===== config.mk =====
export PLATFORM = sky130hd
export DESIGN_NAME = alu_issue_ctrl
export DESIGN_NICKNAME = d
export VERILOG_FILES = /design/src/rtl/alu_issue_ctrl.sv
export SDC_FILE = /design/constraint.sdc
export NUM_CORES = 1
export LEC_CHECK = 0
export ABC_CLOCK_PERIOD_IN_PS = 4100
export CORE_MARGIN = 3
export CORE_UTILIZATION = 31
export CTS_BUF_LIST = sky130_fd_sc_hd__clkbuf_16
export DETAILED_ROUTE_END_ITERATION = 10
export PLACE_DENSITY = 0.6
export SYNTH_ARGS = -nofsm -noshare
export SYNTH_HDL_FRONTEND = slang
export SYNTH_SLANG_ARGS = --single-unit

===== constraint.sdc =====
create_clock -name clk -period 4.1 [get_ports clk]
set_clock_uncertainty 0.1 [all_clocks]
set_input_delay 0.41 -clock clk [delete_from_list [all_inputs] [get_ports clk]]
set_output_delay 0.41 -clock clk [all_outputs]
set_load 0.02 [all_outputs]

===== src/rtl/alu_issue_ctrl.sv =====
// Issue/writeback controller around a registered 32-bit ALU: request FIFO, credit-gated issue,
// two-stage tag pipe and response FIFO. Define ALU_ISSUE_STATS_EN to add stat_issued/stat_stall.
module alu_issue_ctrl #(
    parameter int WIDTH     = 32,
    parameter int TAG_W     = 4,
    parameter int REQ_DEPTH = 4,
    parameter int RSP_DEPTH = 4
) (
    input  logic             clk,
    input  logic             rst_n,
    input  logic             req_valid,
    output logic             req_ready,
    input  logic [2:0]       req_op,
    input  logic [WIDTH-1:0] req_a,
    input  logic [WIDTH-1:0] req_b,
    input  logic [TAG_W-1:0] req_tag,
    output logic [WIDTH-1:0] alu_in_1,
    output logic [WIDTH-1:0] alu_in_2,
    output logic [2:0]       alu_op,
    input  logic [WIDTH-1:0] alu_res,
    output logic             rsp_valid,
    input  logic             rsp_ready,
    output logic [WIDTH-1:0] rsp_res,
    output logic [TAG_W-1:0] rsp_tag
`ifdef ALU_ISSUE_STATS_EN
    ,
    output logic [31:0]      stat_issued,
    output logic [31:0]      stat_stall
`endif
);
    localparam int REQ_AW = $clog2(REQ_DEPTH);
    localparam int RSP_AW = $clog2(RSP_DEPTH);
    localparam int REQ_W  = 3 + 2 * WIDTH + TAG_W;
    localparam int RSP_W  = WIDTH + TAG_W;
    localparam int CRD_W  = RSP_AW + 2;

    // ---------------- request FIFO ----------------
    logic [REQ_W-1:0]  r_req_mem [REQ_DEPTH];
    logic [REQ_AW-1:0] r_req_wptr, r_req_rptr;
    logic [REQ_AW:0]   r_req_count;
    logic              w_req_full, w_req_empty, w_req_push, w_req_pop;
    logic [REQ_W-1:0]  w_req_head;
    logic              w_issue;

    assign w_req_full  = (r_req_count == (REQ_AW + 1)'(REQ_DEPTH));
    assign w_req_empty = (r_req_count == '0);
    // A pop on a full FIFO deliberately does not open req_ready in the same cycle.
    assign req_ready   = rst_n && !w_req_full;
    assign w_req_push  = req_valid && req_ready;
    assign w_req_pop   = w_issue;
    assign w_req_head  = r_req_mem[r_req_rptr];

    // NOTE: FIFO storage has no reset; the pointers and count alone decide which entries are live.
    always_ff @(posedge clk) begin
        if (w_req_push) r_req_mem[r_req_wptr] <= {req_op, req_a, req_b, req_tag};
    end

    always_ff @(posedge clk or negedge rst_n) begin
        if (!rst_n) begin
            r_req_wptr  <= '0;
            r_req_rptr  <= '0;
            r_req_count <= '0;
        end else begin
            if (w_req_push) r_req_wptr <= r_req_wptr + REQ_AW'(1);
            if (w_req_pop)  r_req_rptr <= r_req_rptr + REQ_AW'(1);
            case ({w_req_push, w_req_pop})
                2'b10:   r_req_count <= r_req_count + (REQ_AW + 1)'(1);
                2'b01:   r_req_count <= r_req_count - (REQ_AW + 1)'(1);
                default: r_req_count <= r_req_count;
            endcase
        end
    end

    // ---------------- credit check and issue pipe ----------------
    logic [RSP_AW:0]    r_rsp_count;
    logic               r_s0_v, r_s1_v;
    logic [TAG_W-1:0]   r_s0_tag, r_s1_tag;
    logic [WIDTH-1:0]   r_alu_in_1, r_alu_in_2;
    logic [2:0]         r_alu_op;
    logic [CRD_W-1:0]   w_credit_used;

    // Reserving a response slot for every op in the ALU pipe means a result is never dropped.
    assign w_credit_used = CRD_W'(r_rsp_count) + CRD_W'(r_s0_v) + CRD_W'(r_s1_v);
    assign w_issue       = !w_req_empty && (w_credit_used < CRD_W'(RSP_DEPTH));

    always_ff @(posedge clk or negedge rst_n) begin
        if (!rst_n) begin
            r_alu_in_1 <= '0;
            r_alu_in_2 <= '0;
            r_alu_op   <= '0;
            r_s0_v     <= 1'b0;
            r_s0_tag   <= '0;
            r_s1_v     <= 1'b0;
            r_s1_tag   <= '0;
        end else begin
            if (w_issue) begin
                {r_alu_op, r_alu_in_1, r_alu_in_2, r_s0_tag} <= w_req_head;
            end
            r_s0_v   <= w_issue;
            r_s1_v   <= r_s0_v;
            r_s1_tag <= r_s0_tag;
        end
    end

    assign alu_in_1 = r_alu_in_1;
    assign alu_in_2 = r_alu_in_2;
    assign alu_op   = r_alu_op;

    // ---------------- response FIFO ----------------
    logic [RSP_W-1:0]  r_rsp_mem [RSP_DEPTH];
    logic [RSP_AW-1:0] r_rsp_wptr, r_rsp_rptr;
    logic              w_rsp_push, w_rsp_pop;

    assign w_rsp_push = r_s1_v;
    assign rsp_valid  = (r_rsp_count != '0);
    assign w_rsp_pop  = rsp_valid && rsp_ready;
    assign {rsp_res, rsp_tag} = rsp_valid ? r_rsp_mem[r_rsp_rptr] : '0;

    always_ff @(posedge clk) begin
        if (w_rsp_push) r_rsp_mem[r_rsp_wptr] <= {alu_res, r_s1_tag};
    end

    always_ff @(posedge clk or negedge rst_n) begin
        if (!rst_n) begin
            r_rsp_wptr  <= '0;
            r_rsp_rptr  <= '0;
            r_rsp_count <= '0;
        end else begin
            if (w_rsp_push) r_rsp_wptr <= r_rsp_wptr + RSP_AW'(1);
            if (w_rsp_pop)  r_rsp_rptr <= r_rsp_rptr + RSP_AW'(1);
            case ({w_rsp_push, w_rsp_pop})
                2'b10:   r_rsp_count <= r_rsp_count + (RSP_AW + 1)'(1);
                2'b01:   r_rsp_count <= r_rsp_count - (RSP_AW + 1)'(1);
                default: r_rsp_count <= r_rsp_count;
            endcase
        end
    end

`ifdef ALU_ISSUE_STATS_EN
    // ---------------- saturating statistics ----------------
    logic [31:0] r_stat_issued, r_stat_stall;

    always_ff @(posedge clk or negedge rst_n) begin
        if (!rst_n) begin
            r_stat_issued <= '0;
            r_stat_stall  <= '0;
        end else begin
            if (w_issue && (r_stat_issued != '1)) r_stat_issued <= r_stat_issued + 32'd1;
            if (!w_req_empty && !w_issue && (r_stat_stall != '1)) r_stat_stall <= r_stat_stall + 32'd1;
        end
    end

    assign stat_issued = r_stat_issued;
    assign stat_stall  = r_stat_stall;
`endif

endmodule

==> results by group <==
Timing
  – Post-route setup TNS: 0 ns
  – Least-Margin Pin Slew: 1.05 ns
  – Max Clock Freq: 0.297 GHz
  – Final setup fails: 0
  – Crit path time final: 3.36 ns
  – Final worst-path setup slack: 0.735 ns
  – Final Hold Viols: 0
  – RSZ-0062 raised after global routing: no
  – Slew headroom: 0.300
  – Max Slew Vio Count: 0
  – Final period utilization: 0.821

Pwr
  – Comb pwr share: 0.349
  – Switching power: 0.00574 W
  – Pwr per Cell Area: 774 nW/um2
  – Leak: approximately 8.4 nW
  – Clock share of power: 0.249
  – Sequential share of power: 0.402
  – Switching Share: 0.302
  – Int Pwr: 0.0133 W
  – VDD IR max: slightly above 0.6 mV

Setup path
  – Crit Path Max Fanout: 22
  – CP Launch Point: r_rsp_rptr[0]
  – Crit path kind: reg -> out
  – Critical Path Sink Type: primary output
  – Startpoint types: flip-flop
  – CP Cell Sequence: buf_12 > mux4_2 > and2_1 > clkdlybuf4s50_1
  – Worst path slowest cell: dfrtp_2
  – Reg2reg start: r_s1_v
  – Worst Path Required: 3.59 ns
  – Crit-path max cell delay: between 0.7 and 0.8 ns
  – Arrival time worst endpoint: 2.85 ns

Global routing
  – Total grt overflow: 0
  – Antenna violations before repair: 10
  – First-pass GRT wire length: 61.5 mm
  – Vias in the first global route: slightly below 10,000
  – GR Util All Layers: 0.123
  – Largest net degree at the start of global routing: 61

Clock network
  – Root buffer cell: clkbuf_16
  – Clk sink count: roughly 520
  – Post-CTS setup buffers: 0
  – Clk_lat worst skew: ~0.60 ns
  – H-tree depth: 2
  – CTS tree: done
  – Clk pin slew, worst setup/hold paths: 0.06 ns
  – Clock Tree Buf Depth: 3
  – CTS Buf Count: 55

Placement
  – PortBufs: roughly 210
  – Post-Place Worst Slack: 1.28 ns
  – Gpl congestion: a little under 0.7
  – DP Wirelength: 24.1 mm

Die
  – Die width: approximately 260 um
  – Site Rows: between 90 and 100
  – Die area: ~67,000 um2
  – Die height: 258 um
  – Initial Util: 0.316
  – Area of the core: roughly 62,000 um2
  – Io pins: 212

Routing
  – # DRC: 0
  – DRT iter0 DRCs: 504
  – Avg WL per Cell: between 20 and 25 um
  – DR vias: 8,824
  – Pre-antenna DRT Iters: 4
  – Drt total wl: 40.7 mm
  – Vias per cell: 4.48
  – Antenna viol nets, final: 0

Logic synthesis
  – Mapped cell area: 19,700 um2
  – Ys Warns: 0
  – Synth top cells by count: edfxtp_1, mux4_2, dfrtp_1
  – Post-Syn Instances: a little over 800
  – Synth area leaders: edfxtp_1, mux4_2, dfrtp_1
  – EDFF count, synth: 428
  – Top-count cell post-synth: edfxtp_1
  – Dominant synthesized flop cell: edfxtp_1
  – Average size of a mapped cell: around 24 um2
  – #FFs+latches synth: 519
  – Post-synth cell types: 28
  – Sequential share of the synthesized area: 0.769
  – Synth area leader: edfxtp_1
  – Mapped Nets: 950
  – Share of the synthesized area in the top cell type: 0.653
  – Asr flop ratio synth: 0.175

Hold path
  – Hold Startpoint: r_s0_v
  – Min-delay worst type: reg -> reg

Cells and area
  – Layout cells sized above 1: 0.258
  – Final #Nets: 1,202
  – Filler cells: 5,588
  – Area grow syn2layout: 24.7%

Outcome
  – Status: finished clean

Job
  – Number of max-cap violations: 0
## per-stage QoR
step / cells / total power [W] / utilization / hold WS, ns / area, um2
2_1_floorplan: 830 / 0.0122 / - / 0.0144 / 19700
3_3_place_gp: 1861 / 0.0144 / 0.366 / 0.264 / 22800
3_5_place_dp: 1861 / 0.0145 / 0.366 / 0.266 / 22800
4_1_cts: 1966 / 0.0194 / 0.394 / 0.280 / 24500
5_1_grt: 1966 / 0.0200 / 0.394 / 0.288 / 24500
6_report: 1969 / 0.0190 / 0.394 / 0.273 / 24500
## metal layers
| layer | track usage | share of wire | vias to the layer above |
|---|---|---|---|
| met5 | 0 | 0.0024 | - |
| met4 | 0.0335 | 0.020 | 14 |
| met3 | 0.0474 | 0.092 | 75 |
| met2 | 0.192 | 0.46 | 264 |
| met1 | 0.160 | 0.42 | 4596 |
| li1 | - | - | 3875 |
## power groups by stage
| stage | clock, W | sequential (W) | combinational (W) |
|---|---|---|---|
| final | 0.00474 | 0.00763 | 0.00663 |
| after global routing | 0.00512 | 0.00777 | 0.00711 |
| after CTS | 0.00491 | 0.00767 | 0.00680 |
| after detailed placement | 0 | 0.00775 | 0.00678 |
| after global placement | 0 | 0.00773 | 0.00670 |
| after floorplan | 0 | 0.00779 | 0.00439 |
## repair_timing
action | 4_1_cts | 5_1_grt
hold buffers | 1 | 0
resized for setup | 0 | 0
endpoints found under the hold margin | 41 | 0
## flip-flops by register name, summed over array words and instances (netlist names)
name,count
r_req_mem,284
r_rsp_mem,144
alu_in_1,32
alu_in_2,32
r_s0_tag,4
r_s1_tag,4
alu_op,3
r_req_count,3
r_rsp_count,3
r_req_rptr,2
r_req_wptr,2
r_rsp_rptr,2
r_rsp_wptr,2
r_s0_v,1
r_s1_v,1
## area by class of cell
type / instances / area, um2 / area share
inverters: 11 / 41.3 / 0.00168
flip-flops and latches: 519 / 15100 / 0.617
multi-input cells: 264 / 4190 / 0.171
well taps: 837 / 1050 / 0.0427
repair buffers: 231 / 2360 / 0.0963
diodes: 3 / 7.51 / 0.000306
clock buffers: 55 / 1380 / 0.0561
clock inverters: 49 / 370 / 0.0151
## critical path, delay by kind of cell (launching register included)
kind / cells / cell delay (ns)
flops: 1 / 0.73
buf+inv: 2 / 0.82
simple gates: 1 / 0.17
mux: 1 / 0.54
## worst paths after layout
kind / end / cells after the start / slack, ns
worst max-delay path: rsp_res[28] / 4 / 0.74
worst min-delay path: r_s1_v / 0 / 0.27
worst max register to register: r_req_count[1] / 7 / 1.33
worst min register to register: r_s1_v / 0 / 0.27
max in group asynchronous: alu_in_1[25] / 4 / 2.14
min in group asynchronous: alu_in_2[23] / 3 / 0.51
## cells in the final DEF (no fill, tap or decap), drive strengths merged, types with 2 or more instances in the layout
master         count
edfxtp           428
clkdlybuf4s50    210
mux4             107
dfrtp             91
mux2              73
clkbuf            55
and2              45
clkinv            26
inv               25
buf               20
ha                11
xnor2              7
xor2               5
clkinvlp           5
bufinv             4
diode              3
nand2              2
o21ai              2
nor2               2
fa                 2
## cells by family after synthesis
logic type / Yosys count / synth area share
AOI/OAI and AO/OA: 7 / 0.00324
xor gates and xnor gates: 12 / 0.00534
adders and majority gates: 13 / 0.00903
buffers and inverters: 47 / 0.0195
DFF: 519 / 0.769
muxes: 180 / 0.178
and+or+nand+nor: 52 / 0.0162
No activity file was read; power rests on OpenSTA's default activity.
==> edit 1 (same settings) <==
Build with the macro `ALU_ISSUE_STATS_EN` defined.
--- a/src/rtl/alu_issue_ctrl.sv
+++ b/src/rtl/alu_issue_ctrl.sv
@@ -1,5 +1,7 @@
 // Issue/writeback controller around a registered 32-bit ALU: request FIFO, credit-gated issue,
 // two-stage tag pipe and response FIFO. Define ALU_ISSUE_STATS_EN to add stat_issued/stat_stall.
+`define ALU_ISSUE_STATS_EN
+
 module alu_issue_ctrl #(
     parameter int WIDTH     = 32,
     parameter int TAG_W     = 4,
Check against the original RTL (old outputs only; new: stat_issued and stat_stall): same outputs for any inputs over 4 cycles, from zero or initial values and one cycle with rst_n low; that may be too few to reach the edited logic, so the function may still have changed.
==> edit 1 against the original RTL <==
- worst setup slack worse by 99 ps
- critical endpoint is now rsp_tag[0]
- total power is 11% higher
- design area increased by 17%
- highest routed layer unchanged
- synthesized cell count rose by 35%
- via count increased by 28%
- wire length is 23% higher
- sequential cell count grew 64
- synthesized area up 14%
==> edit 1: results (changes against the original RTL) <==
Max Fanout on Critical Path=21 (was 22); initial DRC count=640 (was 504); number of fill cells in the layout=6270 (was 5588); maximum number of pins on one net before global-route repair=74 (was 61); most frequent cells after synthesis=428 x sky130_fd_sc_hd__edfxtp_1, 155 x sky130_fd_sc_hd__dfrtp_1, 107 x sky130_fd_sc_hd__mux4_2, 72 x sky130_fd_sc_hd__mux2_2, 44 x sky130_fd_sc_hd__and2_1 (was 428 x sky130_fd_sc_hd__edfxtp_1, 105 x sky130_fd_sc_hd__mux4_2, 91 x sky130_fd_sc_hd__dfrtp_1, 69 x sky130_fd_sc_hd__mux2_4, 45 x sky130_fd_sc_hd__and2_1); longest individual stage delay on the worst path=790 ps (was 730 ps); Reg-to-Reg End=r_req_count[2] (was r_req_count[1]); detailed-route via count=11324 (was 8824); count of clock-net buffers in the final layout=69 (was 55); Unique masters post-synth=47 (was 28); initial antenna violation count=9 (was 10); sequential element share of the synthesized area=74.9% (was 76.9%); Routed WL per cell=20.5 µm (was 20.7 µm); H-Tree Depth=3 (was 2); P_leak=0.0100 µW (was 0.00839 µW); average footprint of a synthesized cell=20.0 µm² (was 23.7 µm²); DR vias/cell=4.66 (was 4.48); number of detailed-routing iterations run before antenna repair=5 (was 4); arrival time worst endpoint=2950 ps (was 2850 ps); Die W=274 µm (was 258 µm); area after detailed placement=26300 µm² (was 22800 µm²); bufs w/o clock=290 (was 231); Synth area leaders=sky130_fd_sc_hd__edfxtp_1 58%, sky130_fd_sc_hd__dfrtp_1 17%, sky130_fd_sc_hd__mux4_2 11%, sky130_fd_sc_hd__mux2_2 3.6%, sky130_fd_sc_hd__xnor2_1 1.6% (was sky130_fd_sc_hd__edfxtp_1 65%, sky130_fd_sc_hd__mux4_2 12%, sky130_fd_sc_hd__dfrtp_1 12%, sky130_fd_sc_hd__mux2_4 5.3%, sky130_fd_sc_hd__and2_1 1.4%); worst slack at placement=1180 ps (was 1280 ps); result of the run=complete, no violations (unchanged); Final HPWL DP=30300 µm (was 24100 µm); proportion of cell area occupied by registers=58.5% (was 61.7%); DP Cell Count=2306 (was 1861); Final Critical Period=3460 ps (was 3360 ps); R2R Setup Slk=1350 ps (was 1330 ps); met2 GRT Util=21.5% (was 19.2%); amount of wire on met3 after detailed routing=4300 µm (was 3730 µm); post-synth net total=1242 (was 950); number of inserted diodes=1 (was 3); number of flip-flops and latches=583 (was 519); Port Buffers=275 (was 211); routability cong.=0.726 (was 0.693)
## edit 1: cell types whose count changed after synthesis, moves of 11 or more
| cell | change |
|---|---|
| sky130_fd_sc_hd__buf_2 | +16 |
| sky130_fd_sc_hd__mux2_2 | +68 |
| sky130_fd_sc_hd__buf_6 | -11 |
| sky130_fd_sc_hd__and3_1 | +19 |
| sky130_fd_sc_hd__dfrtp_1 | +64 |
| sky130_fd_sc_hd__xnor2_1 | +33 |
| sky130_fd_sc_hd__xor2_1 | +28 |
| sky130_fd_sc_hd__mux2_4 | -68 |
| sky130_fd_sc_hd__nor3_1 | +15 |
| sky130_fd_sc_hd__nand4_1 | +14 |
| sky130_fd_sc_hd__nor2_1 | +16 |
| sky130_fd_sc_hd__nand3_1 | +31 |
| sky130_fd_sc_hd__nand2_1 | +24 |
## edit 1: worst min-delay path by stage
stage               cells after the start            end  slack (ps)  startpoint
global route                            2  r_rsp_rptr[0]         190       rst_n
finish                                  2  r_rsp_rptr[0]         200       rst_n
floorplan                               0    alu_in_1[0]          10       rst_n
CTS                                     2  r_rsp_rptr[0]         160       rst_n
global placement                        1  r_rsp_rptr[1]         240       rst_n
detailed placement                      1  r_rsp_rptr[0]         240       rst_n
## edit 1: cells by family (layout without fill, tap and decap cells)
family	count (synthesis)	after routing	share of synthesized area (%)
AOI/OAI and AO/OA	13	13	0.459
and+or+nand+nor	196	196	5.22
DFF	583	583	74.9
adders and majority gates	15	15	0.907
muxes	182	182	14.6
other	0	1	0
xor gates and xnor gates	73	73	2.86
buffers and inverters	58	429	1.11
## edit 1: report_power, final
group,internal (µW),switching [µW],total (µW)
clock,3660,2450,6110
sequential,7610,721,8330
combinational,3430,3240,6670
## edit 1: repair_timing
action	in CTS	in global routing
hold buffers	1	0
resized for setup	0	0
endpoints found under the hold margin	29	0
==> edit 2 (config.mk and constraints unchanged) <==
Without the edit above. Take the reset off `r_s1_tag` and load it in a clocked block of its own.
--- a/src/rtl/alu_issue_ctrl.sv
+++ b/src/rtl/alu_issue_ctrl.sv
@@ -91,15 +91,17 @@
             r_s0_v     <= 1'b0;
             r_s0_tag   <= '0;
             r_s1_v     <= 1'b0;
-            r_s1_tag   <= '0;
         end else begin
             if (w_issue) begin
                 {r_alu_op, r_alu_in_1, r_alu_in_2, r_s0_tag} <= w_req_head;
             end
             r_s0_v   <= w_issue;
             r_s1_v   <= r_s0_v;
-            r_s1_tag <= r_s0_tag;
         end
+    end
+
+    always_ff @(posedge clk) begin
+        r_s1_tag <= r_s0_tag;
     end
 
     assign alu_in_1 = r_alu_in_1;
Function: no difference found for any inputs over 4 cycles, from zero or initial values and one cycle with rst_n low; that may be too few to reach the edited logic, so the function may still have changed.
==> edit 2 against the original RTL <==
- sequential share of layout area decreased by 0.33 points
- total power increased by 1.8%
- sequential power grew 0.7%
- worst setup slack improved by 47 ps
- design area is 0.42% higher
- combinational power decreased by 1%
- die area barely moved
- synthesized area fell by 0.10%
- sequential cell count unchanged
- via count is 0.62% higher
- wire length increased by 0.74%
- global-route usage barely moved
- largest cell class unchanged
- largest power group unchanged
==> edit 2: results (changes against the original RTL) <==
average footprint of a synthesized cell=23.7 µm² (about the same); sequential group share of total power=39.7% (was 40.2%); initial antenna violation count=7 (was 10); power attributed to sequential cells=7680 µW (was 7630 µW); Worst Hold Margin=277 ps (was 273 ps); area fraction in compound gates after synthesis=0.325% (was 0.324%); bufs w/o clock=229 (was 231); share of post-route cells with drive strength above 1=26.5% (was 25.8%); amount of wire on met3 after detailed routing=3630 µm (was 3730 µm); worst slack at placement=1360 ps (was 1280 ps); Synth area leaders=sky130_fd_sc_hd__edfxtp_1 65%, sky130_fd_sc_hd__mux4_2 12%, sky130_fd_sc_hd__dfrtp_1 11%, sky130_fd_sc_hd__mux2_4 5.3%, sky130_fd_sc_hd__and2_1 1.4% (was sky130_fd_sc_hd__edfxtp_1 65%, sky130_fd_sc_hd__mux4_2 12%, sky130_fd_sc_hd__dfrtp_1 12%, sky130_fd_sc_hd__mux2_4 5.3%, sky130_fd_sc_hd__and2_1 1.4%); total clock buffers created by CTS=56 (was 55); number of global-route vias before repair=9630 (was 9620); DP Cell Count=1859 (was 1861); met1 GRT Util=16.1% (was 16.0%); first-pass GRT wire length=61500 µm (about the same); share of cell area taken by muxes after synthesis=17.8% (about the same); worst hold path endpoint=r_s1_tag[0] (was r_s1_v); longest individual stage delay on the worst path=620 ps (was 730 ps); number of fill cells in the layout=5585 (was 5588); share of the final layout cell area in multi-input gates=17.0% (was 17.1%); Final Critical Period=3320 ps (was 3360 ps); met2 GRT Util=18.9% (was 19.2%); number of flip-flops and latches=519 (unchanged); maximum number of pins on one net before global-route repair=59 (was 61); result of the run=complete, no violations (unchanged); Worst-Skew Late Latency=620 ps (was 600 ps); Unique masters post-synth=29 (was 28); routability cong.=0.697 (was 0.693); clock distribution area overhead in the final layout=7.69% (was 7.12%); core area=62200 µm² (was 62300 µm²); Max-Slew Margin vs Limit=30.7% (was 30.0%); proportion of cell area occupied by registers=61.4% (was 61.7%)
[edit 2: cell count changes in the layout (fill, tap and decap cells not counted)]
cell / unedited run / this run
sky130_fd_sc_hd__buf_12: 8 / 7
sky130_fd_sc_hd__buf_4: 12 / 11
sky130_fd_sc_hd__bufinv_16: 4 / 7
sky130_fd_sc_hd__clkbuf_16: 55 / 56
sky130_fd_sc_hd__clkinv_1: 12 / 7
sky130_fd_sc_hd__dfrtp_1: 88 / 83
sky130_fd_sc_hd__dfrtp_2: 1 / 2
sky130_fd_sc_hd__dfxtp_1: 0 / 4
sky130_fd_sc_hd__diode_2: 3 / 4
sky130_fd_sc_hd__inv_1: 24 / 22
sky130_fd_sc_hd__inv_16: 0 / 1
sky130_fd_sc_hd__inv_6: 1 / 4
sky130_fd_sc_hd__inv_8: 0 / 1
[edit 2: timing repair]
item                      CTS  global route
hold buffers                1             0
buffers inserted            0             0
hold endpoints to repair   37             0
